[src/rtl/dma_pkg.sv]
// Shared DMA definitions: read-engine state encoding, address step default and
// the bus read-response bundle used by both source and destination engines.
package dma_pkg;

   localparam int ADDR_STEP_DEF = 4;

   typedef enum logic [2:0] {
      IDLE  = 3'd0,
      CLR   = 3'd1,
      REQ   = 3'd2,
      WAIT  = 3'd3,
      PUSH  = 3'd4,
      DRAIN = 3'd5,
      FIN   = 3'd6
   } rd_state_t;

   typedef struct packed {
      logic        rvalid;
      logic        err;
      logic [31:0] rdata;
   } bus_rsp_t;

endpackage

[src/rtl/dma_src_reader.sv]
// Source-side DMA read engine: one outstanding word read at a time, issued only
// when the downstream FIFO has room, each returned word pushed into the FIFO.
module dma_src_reader
   import dma_pkg::*;
#(
   parameter int ADDR_W    = 32,
   parameter int LEN_W     = 16,
   parameter int ADDR_STEP = ADDR_STEP_DEF
) (
   input  logic              clk,
   input  logic              rstn,
   input  logic              start,
   input  logic              abort,
   input  logic [ADDR_W-1:0] src_addr,
   input  logic [LEN_W-1:0]  len,
   output logic              busy,
   output logic              done,
   output logic              error,
   output logic [LEN_W-1:0]  words_done,
   output logic              bus_req,
   output logic [ADDR_W-1:0] bus_addr,
   input  logic              bus_gnt,
   input  logic              bus_rvalid,
   input  logic [31:0]       bus_rdata,
   input  logic              bus_err,
   output logic              fifo_clear,
   output logic              fifo_wr,
   output logic [31:0]       fifo_wdata,
   input  logic              fifo_full
);

   rd_state_t         state, state_nxt;
   bus_rsp_t          rsp;
   logic [ADDR_W-1:0] addr;
   logic [LEN_W-1:0]  len_q;
   logic [LEN_W-1:0]  cnt_inc;
   logic              busy_d, done_d, clr_d, wr_d;

   assign rsp      = '{rvalid: bus_rvalid, err: bus_err, rdata: bus_rdata};
   assign cnt_inc  = words_done + LEN_W'(1);
   assign bus_req  = (state == REQ) && !fifo_full;
   assign bus_addr = addr;

   always_ff @(posedge clk or negedge rstn) begin
      if (!rstn) state <= IDLE;
      else       state <= state_nxt;
   end

   always_comb begin
      state_nxt = state;
      case (state)
         IDLE:  if (start) state_nxt = CLR;
         CLR:   state_nxt = (abort || len_q == '0) ? FIN : REQ;
         REQ: begin
            if (abort)                 state_nxt = FIN;
            else if (bus_req && bus_gnt) state_nxt = WAIT;
         end
         WAIT: begin
            // Abort coinciding with the response retires the read directly.
            if (rsp.rvalid && (rsp.err || abort)) state_nxt = FIN;
            else if (rsp.rvalid)                  state_nxt = PUSH;
            else if (abort)                       state_nxt = DRAIN;
         end
         PUSH:  state_nxt = (abort || cnt_inc == len_q) ? FIN : REQ;
         DRAIN: if (rsp.rvalid) state_nxt = FIN;
         FIN:   state_nxt = IDLE;
         default: state_nxt = IDLE;
      endcase
   end

   // Strobes are decoded from the next state so they register glitch-free.
   always_comb begin
      busy_d = (state_nxt != IDLE);
      done_d = (state_nxt == FIN);
      clr_d  = (state_nxt == CLR);
      wr_d   = (state_nxt == PUSH);
   end

   always_ff @(posedge clk or negedge rstn) begin
      if (!rstn) begin
         busy       <= 1'b0;
         done       <= 1'b0;
         fifo_clear <= 1'b0;
         fifo_wr    <= 1'b0;
      end else begin
         busy       <= busy_d;
         done       <= done_d;
         fifo_clear <= clr_d;
         fifo_wr    <= wr_d;
      end
   end

   always_ff @(posedge clk or negedge rstn) begin
      if (!rstn) begin
         addr       <= '0;
         len_q      <= '0;
         words_done <= '0;
         error      <= 1'b0;
         fifo_wdata <= '0;
      end else begin
         case (state)
            IDLE: if (start) begin
               addr       <= src_addr;
               len_q      <= len;
               words_done <= '0;
               error      <= 1'b0;
            end
            WAIT: if (rsp.rvalid && !abort) begin
               if (rsp.err) error      <= 1'b1;
               else         fifo_wdata <= rsp.rdata;
            end
            PUSH: begin
               words_done <= cnt_inc;
               addr       <= addr + ADDR_W'(ADDR_STEP);
            end
            default: ;
         endcase
      end
   end

endmodule

[config.mk]
export PLATFORM = sky130hd
export DESIGN_NAME = dma_src_reader
export DESIGN_NICKNAME = d
export VERILOG_FILES = /design/src/rtl/dma_pkg.sv /design/src/rtl/dma_src_reader.sv
export SDC_FILE = /design/constraint.sdc
export NUM_CORES = 1
export LEC_CHECK = 0
export BUFFER_PORTS_ARGS = -buffer_cell sky130_fd_sc_hd__buf_2
export CAP_MARGIN = 25
export CORE_MARGIN = 2
export CORE_UTILIZATION = 45
export DETAILED_ROUTE_END_ITERATION = 8
export MAX_ROUTING_LAYER = met4
export PLACE_DENSITY_LB_ADDON = 0.3
export SLEW_MARGIN = 10
export SYNTH_ARGS = -nofsm -noshare
export SYNTH_HDL_FRONTEND = slang
export SYNTH_SLANG_ARGS = --single-unit
[constraint.sdc]
create_clock -name clk -period 3.6 [get_ports clk]
set_input_delay 0 -clock clk [delete_from_list [all_inputs] [get_ports clk]]
set_output_delay 0 -clock clk [all_outputs]
set_load 0.05 [all_outputs]
## Word-level counts from Yosys, hierarchy flattened

Cells that the tools add are included.

- Bits in registers: 104
- Input port bits: 88
- Output and inout port bits: 86
- Word-level logic and storage cells: 61

- Add/sub/neg operators: 2
- Equal/unequal tests: 12
- Muxes and demuxes: 18
- Bitwise gates (word level): 1
- Reductions and logical operators: 18

Operator list:

| operator | number |
|---|---|
| one-hot mux 32 bit (2 select lines) | 1 |
| adder 32 x 3 -> 32 bit, second input constant | 1 |
| two-way mux 32 bit | 1 |
| one-hot mux 16 bit (2 select lines) | 1 |
| two-way mux 3 bit | 9 |
| one-hot mux 3 bit (6 select lines) | 1 |
| adder 16 x 1 -> 16 bit, second input constant | 1 |
| == test 16 bit | 1 |
| logical NOT 16 bit | 1 |
| two-way mux 16 bit | 1 |
| == test 3 bit, second input constant | 4 |
| == test 3 x 1 -> 1 bit, second input constant | 2 |
| == test 3 x 2 -> 1 bit, second input constant | 2 |
| inequality test 2 bit, second input constant | 3 |
| logical AND 1 bit | 4 |
| AND reduction 2 bit | 2 |
| AND reduction 4 bit | 1 |
| nonzero test 2 bit | 2 |
| logical NOT 3 bit | 1 |
| logical OR 1 bit | 3 |
| two-way mux 1 bit | 3 |
| AND reduction 3 bit | 1 |
| nonzero test 3 bit | 1 |
| logical NOT 1 bit | 2 |
| other kinds (2) | 2 |

## Longest topological paths before layout

Gate-level depths: netlist of the first run.

- Depth after elaboration: 7
- Mapped depth: 10
- Mapped depth without buffers: 7

## Worst setup path after synthesis of the first run

No wires, ideal clock.

- Path kind: register -> register
- From: register state[0]
- To: register fifo_wdata[10]
- Setup time: 0.131 ns
- Data arrival time: 3.250 ns
- Required time: 3.469 ns
- Setup slack: 0.220 ns
- Cell stages (with the launch flop): 10
- Path buffers: 3
- Period minus slack after synthesis: 3.380 ns
- Path through: dfrtp_1 -> buf_6 -> nor4b_1 -> nand3b_1 -> and3_1 -> and2_0 -> clkbuf_1 -> clkbuf_1 -> nand3_1 -> o211ai_1

- Cells in the longest elaborated chain, start to end: 2

RTL lines:

| element | line | source |
|---|---|---|
| from (decl) | dma_src_reader.sv:32 | `rd_state_t state, state_nxt;` |
| from (signal assigned) | dma_src_reader.sv:46 | `else state <= state_nxt;` |
| == test 3 x 2 -> 1 bit | dma_src_reader.sv:101 | `case (state)` |
| AND reduction 3 bit (no line) | - |  |
| to (signal assigned) | dma_src_reader.sv:110 | `else fifo_wdata <= rsp.rdata;` |
| to (decl) | dma_src_reader.sv:28 | `output logic [31:0] fifo_wdata,` |

No other way between the ends.
A chain may end at the register's enable or synchronous reset.

==> impl_metrics.tcl, run 1 <==
set metrics [dict create \
    die-area_um2 13500 \
    synth_simple_gate_area_share_pct 27.0 \
    tightest_slew_ps 763 \
    worst_hold_slack_ps 31.0 \
    insertedDiodeCount 0 \
    synth_compound_area_share_pct 17.4 \
    rsz0062_at_grt "no" \
    areal_power_density_over_the_cells_nw_per_um2 918 \
    ys_ff_latch 104 \
    die_width_um 116 \
    route.detailed.vias_per_inst 5.68 \
    worst_slew_margin_rel_pct 48.7 \
    postSynthAreaPerCell_um2 8.69 \
    cp_data_required_time_ps 3810 \
    critical_path.max_fanout 32 \
    tritoncts "done" \
    hold_vio_cnt_final 0 \
    synth_top_cell_by_area "sky130_fd_sc_hd__dfrtp_1" \
    root_buffer_master "sky130_fd_sc_hd__clkbuf_16" \
    async_flop_share_pct 100 \
    run_status "finished clean" \
    clock_sinks 104 \
    synth.net_count 743 \
    fillerInstances 1036 \
    global_route_wire_length_before_repair_um 27400 \
    rows 41 \
    ys_warn_count 0 \
    yosys_most_used_dff "sky130_fd_sc_hd__dfrtp_1" \
    hold_class "primary input to register" \
    grt_pass1_vias 5747 \
    routabilityCongestion 0.898 \
    max_cap_viol_count 0 \
    clock_pin_slew_on_the_worst_setup_and_hold_paths_ps 70 \
    synthToLayoutAreaGrowth_pct 36.9 \
    synth_enable_flop_cells 0 \
    crit_path_kind "register to register" \
    start_util_pct 45.5 \
    post_route_drc_violation_count 0 \
    syn_area_um2 5670 \
    synth_top_family_by_area "simple AND/OR/NAND/NOR gates" \
    final_antenna_net_count 0 \
    number_of_antenna_violations_at_the_first_check_in_global_routing 0 \
    max-clock-path-buffers 2 \
    final_routed_wirelength_across_all_metal_layers_um 17400 \
    post_synth_inst_count 653 \
    fp.dieH_um 116 \
    yosys.area.top_type_share_pct 45.9 \
    worst_path_dominant_cell_family "simple AND/OR/NAND/NOR gates" \
    timing.critical_path.cells "ha_1, nand3_1, nor3_1, mux2_2, nor4_1, and4_1, buf_4, o211ai_1" \
    cts_resized 0 \
    fin_crit_ps 3170 \
    cts-htree-levels 3 \
    num_io_pins 174 \
    ys_seq_area_share_pct 45.9 \
    critical-path-max-stage-delay_ps 490 \
    post_synth_fa_ha_maj_area_fraction_pct 0.441 \
    routed_wire_length_per_instance_um 16.5 \
    post_synth_num_cell_types 64 \
    routed-via-count 6019 \
    num_cts_buffers 9 \
    power.leakage_nw 3.57 \
    crit_buf_inv 1 \
    first_iter_violations 487 \
    setup.worst_path.end_class "register" \
    hpwl_um 11600 \
    num-nets-final 973 \
    timing.critical_path.from_type "register" \
    critical_path_arrival_ps 3380 \
    critPathSlowestCell "sky130_fd_sc_hd__dfrtp_1" \
    insertion_delay_ps 350 \
    finalSetupViolCount 0 \
    layout_cells_sized_above_1_pct 24.2 \
    gr-total-overflow 0 \
    skew_ps 11.2 \
    numPortBuffers 173 \
    fmaxAchievable_mhz 316 \
    synth.area.top_cells "sky130_fd_sc_hd__dfrtp_1, sky130_fd_sc_hd__nand2_1, sky130_fd_sc_hd__o211ai_1" \
    finalSetupTns_ps 0 \
    coreArea_um2 12500 \
    globalRouteTotalUtil_pct 26.6 \
    final_max_slew_viol_count 0 \
    grt_start_max_net_pins 82 \
    synth_xor_area_share_pct 3.79 \
    worst_voltage_drop_across_the_vdd_grid_mv 0.618 \
    min_period_over_period_pct 88.0 \
    dr.pass1.iters 5 \
    post_synth_mux_area_share_pct 0.728 \
]
synthesized netlist by cell type, drive strengths merged, types with 3 or more instances:
cell,count
and3,6
nor2,38
a311oi,8
o311ai,3
o21ai,31
a22o,3
a21o,3
buf,18
inv,9
o22ai,6
nor3,14
xnor2,16
a221o,4
a211oi,13
nand2,158
nand4,13
a31oi,4
a21oi,12
and4,7
xor2,6
clkbuf,29
nor2b,8
o31ai,6
dfrtp,104
and2,3
nand3,50
mux2i,3
o211ai,34
nor4,14
sequential cells by signal, indices dropped and copies added (netlist names):
| signal | count |
|---|---|
| fifo_wr | 1 |
| fifo_clear | 1 |
| error | 1 |
| fifo_wdata | 32 |
| bus_addr | 32 |
| len_q | 16 |
| state | 3 |
| busy | 1 |
| done | 1 |
| words_done | 16 |
worst reg2reg max path: stages (launching register included):
cell,delay (ps)
sky130_fd_sc_hd__dfrtp_1,490
sky130_fd_sc_hd__ha_1,320
sky130_fd_sc_hd__nand3_1,310
sky130_fd_sc_hd__nor3_1,430
sky130_fd_sc_hd__mux2_2,390
sky130_fd_sc_hd__nor4_1,340
sky130_fd_sc_hd__and4_1,240
sky130_fd_sc_hd__buf_4,330
sky130_fd_sc_hd__o211ai_1,180
layer usage:
layer  routed length, µm  vias up  track usage [%]
li1                    -     2802                -
met4                 490        0             12.0
met5                   0        -                -
met2                8550      263             42.9
met3                 990       47             4.05
met1                7420     2907             33.1
path summary, 6_finish.rpt:
kind	start	to	slack, ps	cells past startpoint
min in group asynchronous	rstn	bus_addr[12]$_DFFE_PN0P_	90	2
hold / removal	bus_rdata[30]	fifo_wdata[30]$_DFFE_PN0P_	30	4
setup reg to reg	words_done[0]$_DFFE_PN0P_	fifo_wdata[21]$_DFFE_PN0P_	430	8
hold reg to reg	bus_addr[0]$_DFFE_PN0P_	bus_addr[0]$_DFFE_PN0P_	480	2
max in group asynchronous	rstn	bus_addr[23]$_DFFE_PN0P_	2530	4
setup / recovery	words_done[0]$_DFFE_PN0P_	fifo_wdata[21]$_DFFE_PN0P_	430	8
timing repair:
item	4_1_cts	5_1_grt
hold endpoints to repair	159	0
hold buffers	80	0
buffers inserted	0	0
cells in the final DEF (no fill, tap or decap), drive strengths merged, types with 4 or more instances in the layout:
cell           n
o22ai          6
nor2          38
o31ai          6
a311oi         8
nor3          14
nand4         13
nand2        158
a221o          4
xnor2         16
dlygate4sd3   80
a21oi         12
a31oi          4
inv            9
and4           7
and3           6
o21ai         31
nor2b          8
clkbuf        11
dfrtp        104
nor4          14
a211oi        13
nand3         50
xor2           6
o211ai        34
buf          186
layout make-up:
class / count / area (µm²) / area share (%)
flip-flops and latches: 104 / 2600 / 33.5
inverters: 10 / 37.5 / 0.483
multi-input cells: 492 / 2820 / 36.3
clock inverters: 5 / 57.6 / 0.741
repair buffers: 266 / 1810 / 23.3
clock buffers: 11 / 233 / 3.00
well taps: 172 / 215 / 2.77
logic make-up (layout without fill, tap and decap cells):
group / after synthesis / count (layout)
and+or+nand+nor: 324 / 324
AOI/OAI and AO/OA: 139 / 139
DFF: 104 / 104
buffers and inverters: 57 / 292
xor gates and xnor gates: 23 / 23
muxes: 4 / 4
adders and majority gates: 2 / 2
stage by stage:
step	setup WS (ps)	cells	power (mW)	utilization, %	instance area, µm²
after floorplan	220	653	5.04	-	5670
after global placement	673	961	5.91	53.2	6630
after detailed placement	437	962	6.07	53.3	6640
after CTS	429	1058	7.13	62.0	7730
after global routing	186	1060	7.61	62.3	7770
final	431	1060	7.13	62.3	7770
power breakdown:
group	internal [mW]	total, mW	leakage, nW	switching (mW)
logic	1.19	3.99	2.25	2.80
registers	1.65	2.18	1.19	0.526
clock network	0.539	0.969	0.132	0.430
total	3.37	7.13	3.57	3.76
(Power assumes the default switching activity.)
==> run 2, diff against run 1 <==
--- a/config.mk
+++ b/config.mk
@@ -12,6 +12,7 @@
 export DETAILED_ROUTE_END_ITERATION = 8
 export MAX_ROUTING_LAYER = met4
 export PLACE_DENSITY_LB_ADDON = 0.3
+export REMOVE_ABC_BUFFERS = 1
 export SLEW_MARGIN = 10
 export SYNTH_ARGS = -nofsm -noshare
 export SYNTH_HDL_FRONTEND = slang
==> impl_metrics.tcl, run 2 (synthesis gave the netlist of run 1 again) <==
set metrics [dict create \
    run_status "finished clean" \
    clock_pin_slew_on_the_worst_setup_and_hold_paths_ps 70 \
    die-area_um2 13500 \
    worst_hold_slack_ps 23.9 \
    layout.cells.most_common "sky130_fd_sc_hd__buf_2" \
    seqPwrFrac_pct 30.2 \
    rows 41 \
    rsz0062_at_grt "no" \
    num_io_pins 174 \
    worst_slew_margin_rel_pct 52.5 \
    hold_class "primary input to register" \
    critical_path_arrival_ps 3150 \
    route.detailed.vias_per_inst 5.60 \
    fmaxAchievable_mhz 338 \
    routabilityCongestion 0.916 \
    comb_power_share_pct 55.5 \
    routed_wire_length_per_instance_um 16.2 \
    power_report.internal_total_mw 3.43 \
    number_of_antenna_violations_at_the_first_check_in_global_routing 0 \
    clock_sinks 104 \
    fp.dieH_um 116 \
    gr-total-overflow 0 \
    dr.pass1.iters 5 \
    synthToLayoutAreaGrowth_pct 37.3 \
    tritoncts "done" \
    max-clock-path-buffers 2 \
    crit_path_kind "register to register" \
    setup.worst_path.end_class "register" \
    min_period_over_period_pct 82.1 \
    coreArea_um2 12500 \
    power.leakage_nw 3.59 \
    cp_data_required_time_ps 3800 \
    insertion_delay_ps 340 \
    final_routed_wirelength_across_all_metal_layers_um 17200 \
    die_width_um 116 \
    finalSetupViolCount 0 \
    skew_ps 7.14 \
    num-nets-final 975 \
    cts-htree-levels 3 \
    clock_power_share_pct 14.3 \
    final_cells 1061 \
    max_cap_viol_count 0 \
    final_util_pct 62.5 \
    worst_voltage_drop_across_the_vdd_grid_mv 0.644 \
    layout.cells.most_common_list "sky130_fd_sc_hd__buf_2, sky130_fd_sc_hd__nand2_1, sky130_fd_sc_hd__dfrtp_1" \
    globalRouteTotalUtil_pct 26.2 \
    grt_start_max_net_pins 82 \
    final_antenna_net_count 0 \
    final_max_slew_viol_count 0 \
    first_iter_violations 514 \
    fin_crit_ps 2960 \
    finalSetupTns_ps 0 \
    cts_resized 0 \
    root_buffer_master "sky130_fd_sc_hd__clkbuf_16" \
    hpwl_um 11400 \
    numPortBuffers 173 \
    switching_power_mw 3.75 \
    timing.critical_path.from_type "register" \
    num_cts_buffers 9 \
    start_util_pct 45.5 \
    global_route_wire_length_before_repair_um 27600 \
    tightest_slew_ps 707 \
    post_route_drc_violation_count 0 \
    routed-via-count 5941 \
    areal_power_density_over_the_cells_nw_per_um2 923 \
    placed_cells_incl_taps 965 \
    critical_path.max_fanout 32 \
    switching_share_pct 52.2 \
    hold_vio_cnt_final 0 \
    layout_cells_sized_above_1_pct 24.3 \
    grt_pass1_vias 5634 \
    insertedDiodeCount 0 \
]
==> run 2: area by class of cell <==
class | count | area (µm²)
Fill cell | 996 | 4680
Multi-Input combinational cell | 492 | 2820
Sequential cell | 104 | 2600
Timing Repair Buffer | 268 | 1810
Clock buffer | 11 | 233
Tap cell | 172 | 215
Clock inverter | 4 | 70.1
Inverter | 10 | 37.5
==> run 2: worst max-delay path: stages, from the launching register on <==
cell                       delay, ps
sky130_fd_sc_hd__dfrtp_1         470
sky130_fd_sc_hd__ha_1            300
sky130_fd_sc_hd__nand3_1         120
sky130_fd_sc_hd__nor3_1          350
sky130_fd_sc_hd__mux2_2          380
sky130_fd_sc_hd__nor4_1          400
sky130_fd_sc_hd__and4_1          250
sky130_fd_sc_hd__buf_4           330
sky130_fd_sc_hd__o211ai_1        190
==> run 2: repair_timing <==
action / CTS / global route
setup endpoints to repair: 0 / 0
hold buffers: 80 / 0
setup buffers: 0 / 0
endpoints found under the hold margin: 159 / 0
==> run 2: worst paths after layout <==
kind	slack [ps]	cells after the start	to	from
max	640	8	fifo_wdata[31]$_DFFE_PN0P_	words_done[0]$_DFFE_PN0P_
min	20	4	fifo_wdata[30]$_DFFE_PN0P_	bus_rdata[30]
max reg2reg	640	8	fifo_wdata[31]$_DFFE_PN0P_	words_done[0]$_DFFE_PN0P_
min reg2reg	490	2	bus_addr[0]$_DFFE_PN0P_	bus_addr[0]$_DFFE_PN0P_
max in group asynchronous	2520	4	words_done[14]$_DFFE_PN0P_	rstn
min in group asynchronous	100	2	fifo_wdata[13]$_DFFE_PN0P_	rstn
==> run 2: through the flow <==
step	power [mW]	instance area, µm²	setup WS, ps
6_report	7.19	7790	643
5_1_grt	7.61	7790	450
4_1_cts	7.15	7760	701
3_5_place_dp	6.05	6660	703
3_3_place_gp	5.89	6630	829
2_1_floorplan	4.93	5450	-15.1
==> run 2: per-layer routing <==
layer	vias up	routed length [µm]	global-route usage [%]
met4	0	495	10.6
met3	49	935	3.27
li1	2807	-	-
met1	2827	7400	34.0
met5	-	0	-
met2	258	8400	42.0
==> run 2: power by group through the flow <==
stage          registers [mW]  clock network (mW)  logic, mW
2_1_floorplan            3.36                   0       1.57
3_3_place_gp             2.13                   0       3.76
3_5_place_dp             2.16                   0       3.89
4_1_cts                  2.15                1.04       3.96
5_1_grt                  2.24                1.08       4.29
6_report                 2.17                1.03       3.99
==> run 3, diff against run 2 <==
==> constraint.sdc (replaced) <==
create_clock -name clk -period 2.5 [get_ports clk]
set_input_delay 0 -clock clk [delete_from_list [all_inputs] [get_ports clk]]
set_output_delay 0 -clock clk [all_outputs]
set_load 0.05 [all_outputs]
==> impl_metrics.tcl, run 3 (synthesis gave the netlist of run 1 again) <==
set metrics [dict create \
    die-area_um2 13500 \
    hold_class "primary input to register" \
    skew_ps 8.78 \
    insertion_delay_ps 350 \
    route.detailed.vias_per_inst 5.70 \
    tritoncts "done" \
    rsz0062_at_grt "yes" \
    num_cts_buffers 9 \
    fillerInstances 1000 \
    final_routed_wirelength_across_all_metal_layers_um 18500 \
    max_cap_viol_count 0 \
    fmaxAchievable_mhz 416 \
    worst_r2r_startpoint "state[0]$_DFF_PN0_" \
    crit_path_kind "register to register" \
    final.setup.worst_slack_ps 95.6 \
    final_max_slew_viol_count 0 \
    max-clock-path-buffers 2 \
    coreArea_um2 12500 \
    tightest_slew_ps 574 \
    critPathLaunch "state[0]$_DFF_PN0_" \
    num-nets-final 1008 \
    num_io_pins 174 \
    min_period_over_period_pct 96.2 \
    fp.dieH_um 116 \
    layout.cells.most_common "sky130_fd_sc_hd__buf_2" \
    final_antenna_net_count 0 \
    first_iter_violations 559 \
    critical_path_arrival_ps 2630 \
    preCtsSetupSlack_ps 18.6 \
    numPortBuffers 173 \
    grt_pass1_vias 5907 \
    worst_hold_slack_ps 27.4 \
    critical_path.max_fanout 32 \
    finalSetupViolCount 0 \
    timing.rr.end "fifo_wdata[16]$_DFFE_PN0P_" \
    holdPathStages 4 \
    root_buffer_master "sky130_fd_sc_hd__clkbuf_16" \
    routabilityCongestion 0.907 \
    global_route_wire_length_before_repair_um 29500 \
    report.power.total_mw 10.5 \
    number_of_antenna_violations_at_the_first_check_in_global_routing 0 \
    launch_instance_of_the_worst_min_delay_path "bus_rdata[30]" \
    clock_pin_slew_on_the_worst_setup_and_hold_paths_ps 70 \
    timing.critical_path.from_type "register" \
    clock_sinks 104 \
    routed-via-count 6245 \
    post_route_drc_violation_count 0 \
    rows 41 \
    cp_data_required_time_ps 2720 \
    run_status "finished clean" \
    hold_vio_cnt_final 0 \
    reg2reg_setup_slack_ps 100 \
    layout_cells_sized_above_1_pct 27.6 \
    die_width_um 116 \
    routed_wire_length_per_instance_um 16.9 \
    layout.cells.most_common_list "sky130_fd_sc_hd__buf_2, sky130_fd_sc_hd__nand2_1, sky130_fd_sc_hd__dfrtp_1" \
    hold_ep "fifo_wdata[30]$_DFFE_PN0P_" \
    synthToLayoutAreaGrowth_pct 42.4 \
    power.leakage_nw 3.75 \
    areal_power_density_over_the_cells_nw_per_um2 1300 \
    globalRouteTotalUtil_pct 28.5 \
    rr_worst_depth 7 \
    worst_voltage_drop_across_the_vdd_grid_mv 0.826 \
    gr-total-overflow 0 \
    start_util_pct 45.5 \
    worst_slew_margin_rel_pct 61.6 \
    grt_start_max_net_pins 70 \
    cts-htree-levels 3 \
    dr.pass1.iters 5 \
    setup.worst_path.end_class "register" \
    fin_crit_ps 2400 \
    hpwl_um 12100 \
]
run 3: routing by layer:
layer	vias up	routed length (µm)	part of all wire, %	global-route usage, %
li1	2875	-	-	-
met1	3032	7630	41	37.9
met2	293	9110	49	44.2
met3	45	1280	6.9	3.53
met4	0	517	2.8	12.1
met5	-	0	0	-
run 3: worst max path at each step:
stage,to,cells after the start
finish,fifo_wdata[16]$_DFFE_PN0P_,7
global route,fifo_wdata[7]$_DFFE_PN0P_,8
detailed placement,fifo_wdata[24]$_DFFE_PN0P_,9
global placement,fifo_wdata[11]$_DFFE_PN0P_,8
floorplan,fifo_wdata[0]$_DFFE_PN0P_,6
CTS,fifo_wdata[11]$_DFFE_PN0P_,9
run 3: timing repair:
action                                 in CTS  in global routing
setup buffers                               0                  2
hold buffers                               80                  0
setup endpoints to repair                   0                 35
resized for setup                           0                  8
endpoints found under the hold margin     114                  0
run 3: metrics by stage:
stage          utilization (%)  setup TNS, ps  cell area (µm²)  instances
2_1_floorplan                -         -43420             5450        606
3_3_place_gp              55.4              0             6910        995
3_5_place_dp              55.5              0             6920        996
4_1_cts                   64.1              0             7990       1092
5_1_grt                   64.8           -208             8070       1095
6_report                  64.8              0             8080       1096
run 3: where the power goes:
| part | total (mW) | leakage [nW] | internal, mW | switching, mW |
|---|---|---|---|---|
| sequential | 3.06 | 1.19 | 2.38 | 0.688 |
| combinational | 6.06 | 2.43 | 1.85 | 4.21 |
| clock | 1.33 | 0.130 | 0.702 | 0.632 |
| total | 10.5 | 3.75 | 4.93 | 5.53 |
run 3: cell type report:
cell class | count | area, µm² | share of cell area, %
multi-input combinational | 492 | 2860 | 35.4
sequential | 104 | 2600 | 32.2
timing repair buffer | 301 | 2090 | 25.9
clock buffer | 13 | 250 | 3.10
tap | 172 | 215 | 2.66
inverter | 10 | 37.5 | 0.465
clock inverter | 3 | 17.5 | 0.217
antenna | 1 | 2.50 | 0.0310
run 3: critical path, stage by stage (launching register included):
cell and delay, ps:
sky130_fd_sc_hd__dfrtp_1 370, sky130_fd_sc_hd__buf_4 160, sky130_fd_sc_hd__or4b_2 790, sky130_fd_sc_hd__and3_1 270, sky130_fd_sc_hd__and2_0 170, sky130_fd_sc_hd__buf_4 240, sky130_fd_sc_hd__nand3_1 150, sky130_fd_sc_hd__o211ai_1 100
